`src/rtl/uart_pkg.sv`:
```
// Shared UART definitions: receiver states, oversample tick points
// and default frame geometry, used by both the receiver and transmitter.
package uart_pkg;

  localparam int DEF_DBIT    = 8;
  localparam int DEF_SB_TICK = 16;

  // Tick index of the start-bit midpoint and of a full bit time,
  // counted in 16x-oversample pulses.
  localparam int TICK_MID  = 7;
  localparam int TICK_LAST = 15;

  typedef enum logic [2:0] {
    RX_IDLE   = 3'd0,
    RX_START  = 3'd1,
    RX_DATA   = 3'd2,
`ifdef UART_RX_PARITY_EN
    RX_PARITY = 3'd4,
`endif
    RX_STOP   = 3'd3
  } rx_state_e;

endpackage

```
`src/rtl/sync_2ff.sv`:
```
// Two-flop synchroniser for one asynchronous bit.
// Ports: clk, rst_n (async low), d_i (async in), q_o (synchronised out).
module sync_2ff #(
  parameter logic RST_VAL = 1'b1
) (
  input  logic clk,
  input  logic rst_n,
  input  logic d_i,
  output logic q_o
);

  logic [1:0] ff_q;

  always_ff @(posedge clk or negedge rst_n) begin
    if (!rst_n) begin
      ff_q <= {2{RST_VAL}};
    end else begin
      ff_q <= {ff_q[0], d_i};
    end
  end

  assign q_o = ff_q[1];

endmodule

```
`src/rtl/uart_rx_oversample.sv`:
```
// UART receiver, 16x oversampled: start, DBIT data (LSB first), stop.
// Ports: clk, reset (async low), s_tick (16x enable), rx (serial in),
//   dout (last word), rx_done_tick (1-clk pulse), frame_err (stop low),
//   parity_err when UART_RX_PARITY_EN is defined (adds a parity bit).
module uart_rx_oversample
  import uart_pkg::*;
#(
  parameter int DBIT    = DEF_DBIT,
  parameter int SB_TICK = DEF_SB_TICK
`ifdef UART_RX_PARITY_EN
  ,
  parameter bit PARITY_ODD = 1'b0
`endif
) (
  input  logic            clk,
  input  logic            reset,
  input  logic            s_tick,
  input  logic            rx,
  output logic [DBIT-1:0] dout,
  output logic            rx_done_tick,
  output logic            frame_err
`ifdef UART_RX_PARITY_EN
  ,
  output logic            parity_err
`endif
);

  // s is 4 bits; it widens only when a two-stop-bit setting
  // needs to count past 15 in the stop state.
  localparam int SW = (SB_TICK > 16) ? $clog2(SB_TICK) : 4;
  typedef logic [SW-1:0] tick_t;

  localparam tick_t      S_MID  = tick_t'(TICK_MID);
  localparam tick_t      S_LAST = tick_t'(TICK_LAST);
  localparam tick_t      S_STOP = tick_t'(SB_TICK - 1);
  localparam logic [2:0] N_LAST = 3'(DBIT - 1);

  logic rx_s;

  rx_state_e       state_q, state_d;
  tick_t           s_q, s_d;
  logic [2:0]      n_q, n_d;
  logic [DBIT-1:0] b_q, b_d;
  logic [DBIT-1:0] dout_q, dout_d;
  logic            done_q, done_d;
  logic            ferr_q, ferr_d;
`ifdef UART_RX_PARITY_EN
  logic            pbit_q, pbit_d;
  logic            perr_q, perr_d;
`endif

  sync_2ff #(
    .RST_VAL(1'b1)
  ) u_sync (
    .clk  (clk),
    .rst_n(reset),
    .d_i  (rx),
    .q_o  (rx_s)
  );

  always_ff @(posedge clk or negedge reset) begin
    if (!reset) begin
      state_q <= RX_IDLE;
      s_q     <= '0;
      n_q     <= '0;
      b_q     <= '0;
      dout_q  <= '0;
      done_q  <= 1'b0;
      ferr_q  <= 1'b0;
`ifdef UART_RX_PARITY_EN
      pbit_q  <= 1'b0;
      perr_q  <= 1'b0;
`endif
    end else begin
      state_q <= state_d;
      s_q     <= s_d;
      n_q     <= n_d;
      b_q     <= b_d;
      dout_q  <= dout_d;
      done_q  <= done_d;
      ferr_q  <= ferr_d;
`ifdef UART_RX_PARITY_EN
      pbit_q  <= pbit_d;
      perr_q  <= perr_d;
`endif
    end
  end

  always_comb begin
    state_d = state_q;
    s_d     = s_q;
    n_d     = n_q;
    b_d     = b_q;
    dout_d  = dout_q;
    done_d  = 1'b0;
    ferr_d  = ferr_q;
`ifdef UART_RX_PARITY_EN
    pbit_d  = pbit_q;
    perr_d  = perr_q;
`endif
    case (state_q)
      RX_IDLE: begin
        // Falling edge needs no tick; s starts at the next tick.
        if (!rx_s) begin
          state_d = RX_START;
          s_d     = '0;
        end
      end
      RX_START: begin
        if (s_tick) begin
          if (s_q == S_MID) begin
            if (!rx_s) begin
              state_d = RX_DATA;
              s_d     = '0;
              n_d     = '0;
            end else begin
              state_d = RX_IDLE;
            end
          end else begin
            s_d = s_q + tick_t'(1);
          end
        end
      end
      RX_DATA: begin
        if (s_tick) begin
          if (s_q == S_LAST) begin
            s_d = '0;
            b_d = {rx_s, b_q[DBIT-1:1]};
            if (n_q == N_LAST) begin
`ifdef UART_RX_PARITY_EN
              state_d = RX_PARITY;
`else
              state_d = RX_STOP;
`endif
            end else begin
              n_d = n_q + 3'd1;
            end
          end else begin
            s_d = s_q + tick_t'(1);
          end
        end
      end
`ifdef UART_RX_PARITY_EN
      RX_PARITY: begin
        if (s_tick) begin
          if (s_q == S_LAST) begin
            s_d     = '0;
            pbit_d  = rx_s;
            state_d = RX_STOP;
          end else begin
            s_d = s_q + tick_t'(1);
          end
        end
      end
`endif
      RX_STOP: begin
        if (s_tick) begin
          if (s_q == S_STOP) begin
            state_d = RX_IDLE;
            s_d     = '0;
            done_d  = 1'b1;
            dout_d  = b_q;
            ferr_d  = ~rx_s;
`ifdef UART_RX_PARITY_EN
            // Even: data plus parity must hold an even count of ones.
            perr_d  = (^b_q) ^ pbit_q ^ PARITY_ODD;
`endif
          end else begin
            s_d = s_q + tick_t'(1);
          end
        end
      end
      default: begin
        state_d = RX_IDLE;
        s_d     = '0;
      end
    endcase
  end

  assign dout         = dout_q;
  assign rx_done_tick = done_q;
  assign frame_err    = ferr_q;
`ifdef UART_RX_PARITY_EN
  assign parity_err   = perr_q;
`endif

endmodule

```
`config.mk`:
```
export PLATFORM = sky130hd
export DESIGN_NAME = uart_rx_oversample
export DESIGN_NICKNAME = d
export VERILOG_FILES = /design/src/rtl/uart_pkg.sv /design/src/rtl/sync_2ff.sv /design/src/rtl/uart_rx_oversample.sv
export SDC_FILE = /design/constraint.sdc
export NUM_CORES = 1
export LEC_CHECK = 0
export ABC_AREA = 1
export CAP_MARGIN = 20
export CORE_MARGIN = 1
export CORE_UTILIZATION = 47
export CTS_BUF_LIST = sky130_fd_sc_hd__clkbuf_4 sky130_fd_sc_hd__clkbuf_8 sky130_fd_sc_hd__clkbuf_16
export DETAILED_ROUTE_END_ITERATION = 8
export PLACE_DENSITY = 0.68
export SYNTH_ARGS = -nofsm -noshare
export SYNTH_HDL_FRONTEND = slang
export SYNTH_SLANG_ARGS = --single-unit
```
`constraint.sdc`:
```
create_clock -name clk -period 2.3 [get_ports clk]
set_input_delay 0.23 -clock clk [delete_from_list [all_inputs] [get_ports clk]]
set_output_delay 0.23 -clock clk [all_outputs]
set_load 0.02 [all_outputs]
```
==> flow_summary.ini <==
[timing]
finalSetupTns_ns = 0
fin_crit_ns = 1.540
worst_pin_slew_ns = 0.3638
fmax_ghz = 0.6492
rsz0062_at_grt = false
finalMaxSlewViolations = 0
setup_violations = 0
worst_slew_margin_rel = 0.7575
fin_worst_skew_ns = 0.007813
period_share = 0.6697
hold_violations = 0

[critical_path]
arrival_ns = 1.75
crit_buf_inv = 0
reg2reg_from = s_q[0]$_DFFE_PN0P_
startpoint_type = register
reg2reg_depth = 6
critical_path.slowest_cell = dfrtp_1
crit_family = simple AND/OR/NAND/NOR gates
path_cells = ha_1, nand2_2, nor2_4, nand4_4, nand2_1, o21ai_2
endpoint_kind = register
crit_required_ns = 2.51
path_max_fanout = 18
critPathKind = register to register
r2r_setup_slack_ns = 0.76
cpPeakStageDelay_ns = 0.39
rr_endpoint = frame_err$_DFFE_PN0P_

[placement]
port-buffer-count = 13
place_hpwl_um = 1634
placed_cell_area_sq_mm = 0.001555
place_congestion = 0.8829

[route]
wl_um = 2258
vias_per_cell = 4.813
drcViolationCount = 0
vias = 953
drtIter0Drc = 30
wl_per_cell_um = 11.40
firstDrtPassIters = 4
detail-route-antenna-nets = 0

[clocking]
cts.clk_slew.worst_paths_ns = 0.10
cts_setup_buffers = 0
clockBufferDepth = 2
cts_made_buffers = 5
clk_latency_ns = 0.32
htreeDepth = 2
tritoncts = built
cts-root-buf = clkbuf_4
postCtsHoldBufs = 0
cts_sinks = 29
cts_resized = 0

[floorplanning]
pin_count = 14
die_w_um = 56.61
die_area_sq_mm = 0.003204
die_h_um = 56.61
num_rows = 19
core_area_sq_mm = 0.002781
start_util = 0.5038

[yosys]
ys_seq_elements = 29
syn_area_sq_mm = 0.001401
syn_inst = 148
synth_warnings = 0
synth_top_family_by_area = simple AND/OR/NAND/NOR gates
synthSimpleGateAreaFrac = 0.2714
avgSynthCellArea_sq_um = 9.469
synth_edf_count = 0
yosysTopAreaCell = dfrtp_1
synth_nets = 155
synthAdderAreaFrac = 0.02679
synth_area_leaders = dfrtp_1 48%, nand2_1 12%, o21ai_2 10%, nand3_1 3.9%, dfstp_2 3.8%
synth_top_area_frac = 0.4821
synthMuxAreaShare = 0
async_flop_share = 1.000
yosysUniqueCellTypes = 21
yosys_most_used_dff = dfrtp_1
yosys-top-cells-count = 45 x nand2_1, 27 x dfrtp_1, 16 x o21ai_2
synth-compound-area-share = 0.1143
ys_seq_area_frac = 0.5196
synthXorXnorAreaFrac = 0.006250
yosysMostFrequentCell = nand2_1

[global_routing]
use_met3 = 0.06912
met1_usage = 0.2273
grt-ovfl-total = 0
grt_start_max_net_pins = 30
antenna_found_initial = 0
gr-usage-all-layers = 0.1767
grt_pass1_vias = 963
grt_use_met2 = 0.2706
grt_pass1_wl_um = 4257
top_usage_layer = met2

[pwr]
total_leakage_power_nw = 0.7651
ir_drop_mv = 0.5244
powerDensity_mw_per_mm2 = 866.2

[finish]
area.growth.synth_to_final_pct = 16.16
fin_nets = 174
drive_above_1_share = 0.2455
insertedDiodeCount = 0
design_area_sq_mm = 0.001628

[outcome]
outcome = complete, no violations

[job]
drv_cap = 0

[hold_path]
hp-class = input port to asynchronous set/reset pin
[worst max path at each step]
| stage | endpoint | from | slack (ns) | depth (start not counted) |
|---|---|---|---|---|
| CTS | dout[7]$_DFFE_PN0P_ | s_q[0]$_DFFE_PN0P_ | 0.72 | 6 |
| global placement | dout[4]$_DFFE_PN0P_ | s_tick | 0.74 | 4 |
| global route | frame_err$_DFFE_PN0P_ | s_q[0]$_DFFE_PN0P_ | 0.56 | 6 |
| finish | frame_err$_DFFE_PN0P_ | s_q[0]$_DFFE_PN0P_ | 0.76 | 6 |
| floorplan | dout[7]$_DFFE_PN0P_ | s_q[0]$_DFFE_PN0P_ | 0.96 | 7 |
| detailed placement | n_q[1]$_DFFE_PN0P_ | s_tick | 0.73 | 8 |
[area by class of cell]
| type | instances | area [sq um] |
|---|---|---|
| tap | 31 | 38.79 |
| multi-input combinational | 100 | 586.8 |
| inverter | 17 | 63.81 |
| timing repair buffer | 14 | 137.6 |
| clock inverter | 2 | 35.03 |
| fill | 253 | 1154 |
| clock buffer | 5 | 37.54 |
| sequential | 29 | 728.2 |
[per-layer routing]
metal	wire length (um)	part of all wire
met5	0	0
met4	40	0.018
met3	86	0.038
met2	1019	0.45
met1	1111	0.49
[per-stage QoR]
| stage | util | cells | hold slack (ns) | setup slack, ns | power, mW |
|---|---|---|---|---|---|
| after CTS | 0.5852 | 198 | 0.2781 | 0.7190 | 1.431 |
| final | 0.5852 | 198 | 0.2787 | 0.7597 | 1.410 |
| after global placement | 0.5592 | 191 | 0.3462 | 0.7388 | 1.017 |
| after detailed placement | 0.5592 | 191 | 0.3475 | 0.7295 | 1.028 |
| after global routing | 0.5852 | 198 | 0.3025 | 0.5620 | 1.511 |
| after floorplan | - | 148 | -0.06559 | 0.9560 | 0.9381 |
[cell families after synthesis]
logic type               count (synthesis)
flip-flops                              29
buffers and inverters                   19
AO/OA/AOI/OAI                           20
XOR/XNOR                                 1
AND/OR/NAND/NOR                         76
adder cells (fa/ha/maj)                  3
[cells in the final DEF (no fill, tap or decap), types with 2 or more instances in the layout]
cell type	netlist	routed
clkbuf_4	0	5
clkdlybuf4s50_1	0	13
dfrtp_1	27	27
dfstp_2	2	2
ha_1	3	3
inv_1	14	14
inv_2	2	2
nand2_1	45	45
nand2_2	8	8
nand3_1	11	11
nand3b_1	2	2
nor2_1	5	5
nor2_4	2	2
o21ai_1	2	2
o21ai_2	16	16
[registers in the layout, summed over array words and instances (netlist names)]
register / flops
rx_done_tick: 1
dout: 8
frame_err: 1
b_q: 8
u_sync.ff_q: 2
s_q: 4
n_q: 3
state_q: 2
[power breakdown]
group	leakage (nW)	internal [mW]	total (mW)	switching [mW]
logic	0.333	0.127	0.365	0.238
registers	0.391	0.570	0.650	0.0800
clock network	0.0410	0.221	0.395	0.174
No activity file was read; power rests on OpenSTA's default activity.
